File: src/rtl/htu_req_arb.sv
// htu_req_arb: per-channel 2-entry skid FIFOs, a fixed-priority arbiter and a one-entry output
// register. Optional starvation promotion is enabled with `define MPC_HTU_ARB_STARVE_EN.
package htu_req_arb_pkg;
  typedef struct packed {
    logic [31:0] addr;
    logic [3:0]  opcode;
    logic [7:0]  tag;
    logic [2:0]  channel_1hot_id;
  } bank_req_t;
endpackage

module htu_req_arb
  import htu_req_arb_pkg::*;
#(
  parameter int NumCh       = 3,
  parameter int ReqWidth    = $bits(bank_req_t),
  parameter int StarveLimit = 8
) (
  input  logic                           clk,
  input  logic                           rst_n,
  input  logic [NumCh-1:0]               ch_req_valid,
  output logic [NumCh-1:0]               ch_req_ready,
  input  logic [NumCh-1:0][ReqWidth-1:0] ch_req,
  output logic                           out_req_valid,
  input  logic                           out_req_ready,
  output logic [ReqWidth-1:0]            out_req,
  output logic                           arb_idle,
  output logic [NumCh-1:0]               ch_pending
);

  logic [NumCh-1:0][1:0] r_cnt;
  logic [NumCh-1:0]      r_wptr;
  logic [NumCh-1:0]      r_rptr;
  logic [ReqWidth-1:0]   r_mem [NumCh][2];
  logic                  r_out_valid;
  logic [ReqWidth-1:0]   r_out_req;

  logic [NumCh-1:0]    w_pending;
  logic [NumCh-1:0]    w_ready;
  logic [NumCh-1:0]    w_push;
  logic [NumCh-1:0]    w_cand;
  logic [NumCh-1:0]    w_grant;
  logic [NumCh-1:0]    w_pop;
  logic                w_load;
  logic [ReqWidth-1:0] w_head;
  logic [2:0]          w_id;
  bank_req_t           w_next;

  always_comb begin
    for (int i = 0; i < NumCh; i++) begin
      w_pending[i] = (r_cnt[i] != 2'd0);
      w_ready[i]   = (r_cnt[i] != 2'd2);
    end
  end

  assign w_push  = ch_req_valid & w_ready;
  assign w_load  = ~r_out_valid | out_req_ready;
  // Isolating the lowest set bit gives the one-hot, lowest-index-wins grant.
  assign w_grant = w_cand & (~w_cand + NumCh'(1));
  assign w_pop   = w_load ? w_grant : '0;

  // NOTE: every always_comb output gets a default before the loop so no latch is inferred.
  always_comb begin
    w_head = '0;
    w_id   = '0;
    for (int i = 0; i < NumCh; i++) begin
      if (w_grant[i]) w_head = r_mem[i][r_rptr[i]];
      if (i < 3) w_id[i] = w_grant[i];
    end
    w_next                 = bank_req_t'(w_head);
    w_next.channel_1hot_id = w_id;
  end

  // NOTE: sequential state uses non-blocking assignments so all registers update together.
  always_ff @(posedge clk or negedge rst_n) begin
    if (!rst_n) begin
      r_cnt  <= '0;
      r_wptr <= '0;
      r_rptr <= '0;
    end else begin
      for (int i = 0; i < NumCh; i++) begin
        if (w_push[i]) r_wptr[i] <= ~r_wptr[i];
        if (w_pop[i])  r_rptr[i] <= ~r_rptr[i];
        case ({w_push[i], w_pop[i]})
          2'b10:   r_cnt[i] <= r_cnt[i] + 2'd1;
          2'b01:   r_cnt[i] <= r_cnt[i] - 2'd1;
          default: r_cnt[i] <= r_cnt[i];
        endcase
      end
    end
  end

  // NOTE: FIFO storage is not reset; the cleared counts already mark every entry invalid.
  always_ff @(posedge clk) begin
    for (int i = 0; i < NumCh; i++) begin
      if (w_push[i]) r_mem[i][r_wptr[i]] <= ch_req[i];
    end
  end

  always_ff @(posedge clk or negedge rst_n) begin
    if (!rst_n) begin
      r_out_valid <= 1'b0;
      r_out_req   <= '0;
    end else if (w_load) begin
      r_out_valid <= |w_pending;
      if (|w_pending) r_out_req <= w_next;
    end
  end

`ifdef MPC_HTU_ARB_STARVE_EN
  logic [NumCh-1:0][3:0] r_starve;
  logic [NumCh-1:0]      w_promoted;

  always_comb begin
    for (int i = 0; i < NumCh; i++) begin
      w_promoted[i] = w_pending[i] && (r_starve[i] >= 4'(StarveLimit));
    end
  end

  assign w_cand = (|w_promoted) ? w_promoted : w_pending;

  // Counters only move on an effective grant; a stalled output register freezes them.
  always_ff @(posedge clk or negedge rst_n) begin
    if (!rst_n) begin
      r_starve <= '0;
    end else begin
      for (int i = 0; i < NumCh; i++) begin
        if (!w_pending[i] || w_pop[i]) r_starve[i] <= 4'd0;
        else if (|w_pop && r_starve[i] != 4'd15) r_starve[i] <= r_starve[i] + 4'd1;
      end
    end
  end
`else
  assign w_cand = w_pending;
`endif

  assign ch_req_ready  = w_ready;
  assign ch_pending    = w_pending;
  assign out_req_valid = r_out_valid;
  assign out_req       = r_out_req;
  assign arb_idle      = ~|w_pending & ~r_out_valid;

endmodule
File: config.mk
export PLATFORM = sky130hd
export DESIGN_NAME = htu_req_arb
export DESIGN_NICKNAME = d
export VERILOG_FILES = /design/src/rtl/htu_req_arb.sv
export SDC_FILE = /design/constraint.sdc
export NUM_CORES = 1
export LEC_CHECK = 0
export BUFFER_PORTS_ARGS = -buffer_cell sky130_fd_sc_hd__buf_2
export CAP_MARGIN = 20
export CELL_PAD_IN_SITES_DETAIL_PLACEMENT = 1
export CELL_PAD_IN_SITES_GLOBAL_PLACEMENT = 2
export CORE_MARGIN = 3
export CORE_UTILIZATION = 44
export DETAILED_ROUTE_END_ITERATION = 8
export GPL_TIMING_DRIVEN = 0
export PLACE_DENSITY_LB_ADDON = 0.1
export SYNTH_ARGS = -nofsm -noshare
export SYNTH_HDL_FRONTEND = slang
export SYNTH_SLANG_ARGS = --single-unit
export TNS_END_PERCENT = 20
File: constraint.sdc
create_clock -name clk -period 7.3 [get_ports clk]
set_input_delay 0.73 -clock clk [delete_from_list [all_inputs] [get_ports clk]]
set_output_delay 0.73 -clock clk [all_outputs]
set_load 0.005 [all_outputs]
==> flow_summary.json <==
{
  "rsz0062_at_grt": "no",
  "grt_max_degree": 61,
  "ys_ff_latch": 324,
  "cts_buffer_depth": 3,
  "post-cts-setup-buffer-count": 0,
  "hold_class": "input pin to asynchronous set/reset pin",
  "port_buffers": 192,
  "outcome": "finished, final reports clean",
  "worst_hold_slack_ns": 0.332,
  "root_buffer": "clkbuf_16",
  "core-area_sq_um": 28000,
  "synth_cell_type_count": 31,
  "crit_path_start_kind": "flop",
  "antenna_left": 0,
  "period_share": 0.366,
  "pin_count": 202,
  "netlist.area_leader.share": 0.629,
  "grt_use_met1": 0.261,
  "path_clk_slew_ns": 0.06,
  "routed_wirelength_um": 31700,
  "hpwl_um": 22200,
  "tightest_slew_ns": 0.875,
  "critPathSlowestCell": "dfrtp_1",
  "grt_pass1_vias": 8289,
  "cts_sinks": 324,
  "cts_made_buffers": 36,
  "setup_violations": 0,
  "synthTopCellsByArea": "edfxtp_1 63%, dfrtp_1 12%, mux2i_1 7.0%",
  "synth_common_cells": "264 x edfxtp_1, 88 x mux2i_1, 60 x dfrtp_1",
  "post_drt_wl_per_cell_um": 23.1,
  "antenna_found_initial": 3,
  "clk_latency_ns": 0.51,
  "num_rows": 61,
  "peakVddDrop_mv": 0.206,
  "yosysMostFrequentCell": "edfxtp_1",
  "skew_ns": 0.0222,
  "drcViolationCount": 0,
  "use_met2": 0.364,
  "cp_cell_sequence": "nor2_2, inv_2, clkbuf_1, nor4_1, buf_2",
  "internal_power_w": 0.00438,
  "ys_seq_area_frac": 0.748,
  "cpPeakStageDelay_ns": 0.43,
  "max-slew-margin-rel": 0.417,
  "netlist_area_sq_um": 12600,
  "vias": 7396,
  "die_area_sq_um": 30700,
  "end_kind": "output pin",
  "die_w_um": 175,
  "drv_cap": 0,
  "ff2ff_path_depth": 7,
  "cp_data_required_time_ns": 6.57,
  "switchingPower_w": 0.00201,
  "pwr-share-comb": 0.300,
  "synth_top_area_cell": "edfxtp_1",
  "fin_nets": 1118,
  "finalCriticalPeriod_ns": 2.67,
  "synth_edf_count": 264,
  "synthFlopType": "edfxtp_1",
  "start_util": 0.450,
  "max_freq_mhz": 374,
  "path_class": "flop to output pin",
  "busiest_layer": "met2",
  "slew_viol_final": 0,
  "synth_fp_nets": 882,
  "drtIter0Drc": 431,
  "avgViaCountPerCell": 5.38,
  "fp.dieH_um": 175,
  "grt.overflow.total": 0,
  "power_frac_seq": 0.433,
  "h-tree-depth": 2,
  "cp_max_fo": 10,
  "ys_warn_count": 0,
  "area_delta_synth_final_pct": 21.5,
  "drt_first_pass_iters": 4,
  "met3_usage": 0.0344,
  "power_frac_clock": 0.267,
  "p_per_area_nw_per_um2": 417,
  "gp_congestion": 0.751,
  "drive_above_1_share": 0.352,
  "final.setup.tns_ns": 0,
  "tritoncts": "done",
  "p_sw_frac": 0.314,
  "crit_arrival_ns": 1.94,
  "total_leakage_power_nw": 5.99,
  "async_reset_ff_frac": 0.185,
  "grt_pass1_wl_um": 48100,
  "ctsHoldBuffers": 0,
  "avgSynthCellArea_sq_um": 17.2,
  "final-hold-violation-count": 0,
  "grt_use_total": 0.206,
  "ctsResizeCount": 0,
  "syn_inst": 732
}
[final timing paths]
kind / from / end / slack [ns]
max: r_cnt[2]$_DFFE_PN0P_ / arb_idle / 4.63
min: rst_n / out_req[32]$_DFFE_PN0P_ / 0.33
max in group asynchronous: rst_n / out_req[8]$_DFFE_PN0P_ / 6.36
min in group clk: ch_req[68] / r_mem[0][162]$_DFFE_PP_ / 0.41
max reg2reg: r_cnt[0]$_DFFE_PN0P_ / r_cnt[1]$_DFFE_PN0P_ / 5.08
min reg2reg: out_req[0]$_DFFE_PN0P_ / out_req[0]$_DFFE_PN0P_ / 0.47
[power by group through the flow]
stage	logic [W]	registers (W)	clock network [W]
floorplan	0.00122	0.00276	0
global placement	0.00182	0.00280	0
detailed placement	0.00195	0.00280	0
CTS	0.00196	0.00277	0.00174
global route	0.00211	0.00281	0.00182
finish	0.00192	0.00277	0.00170
[cells in the final DEF, fill, tap and decap left out, drive strengths merged, types with 9 or more instances in the layout]
master,count
mux2i,88
clkbuf,60
o211ai,44
mux2,44
a21oi,44
edfxtp,264
xnor2,9
dfrtp,60
nand3,45
nor2,11
buf,239
a22o,44
[area by class of cell]
cell class              instances  area [sq um]
clock inverters                12          97.6
repair buffers                198          1080
diodes                          3          7.51
flip-flops and latches        324          9430
well taps                     378           473
fillers                      2704         12700
inverters                       3          11.3
multi-input cells             356          2920
clock buffers                  52          1020
plain buffers                  49           277
[through the flow]
stage	util	total power [W]	area [sq um]	std cells	setup slack (ns)
3_3_place_gp	0.501	0.00462	14000	1302	2.61
2_1_floorplan	-	0.00398	12600	732	4.18
3_5_place_dp	0.507	0.00476	14200	1308	5.03
6_report	0.547	0.00639	15300	1375	4.63
4_1_cts	0.547	0.00648	15300	1372	4.58
5_1_grt	0.547	0.00674	15300	1375	4.47
[worst max-delay path: cells and delay by family (launching register included)]
kind          cells  cell delay, ns
buf+inv           3            0.52
flops             1            0.43
simple gates      2            0.48
[flip-flops by register name, indices dropped and copies added (netlist names)]
| signal | cells |
|---|---|
| out_req | 47 |
| out_req_valid | 1 |
| r_cnt | 6 |
| r_mem | 264 |
| r_rptr | 3 |
| r_wptr | 3 |
[layer usage]
metal | wire length, um | part of all wire
met1 | 13000 | 0.41
met2 | 16300 | 0.51
met3 | 1580 | 0.050
met4 | 822 | 0.026
met5 | 0 | 0
[kinds of logic after synthesis]
| kind of cell | after synthesis | share of synthesized area |
|---|---|---|
| AOI/OAI and AO/OA | 136 | 0.0773 |
| xor gates and xnor gates | 15 | 0.0104 |
| adders and majority gates | 3 | 0.00298 |
| buffers and inverters | 52 | 0.0228 |
| DFF | 324 | 0.748 |
| muxes | 132 | 0.109 |
| and+or+nand+nor | 70 | 0.0293 |
No activity file was read; power rests on OpenSTA's default activity.
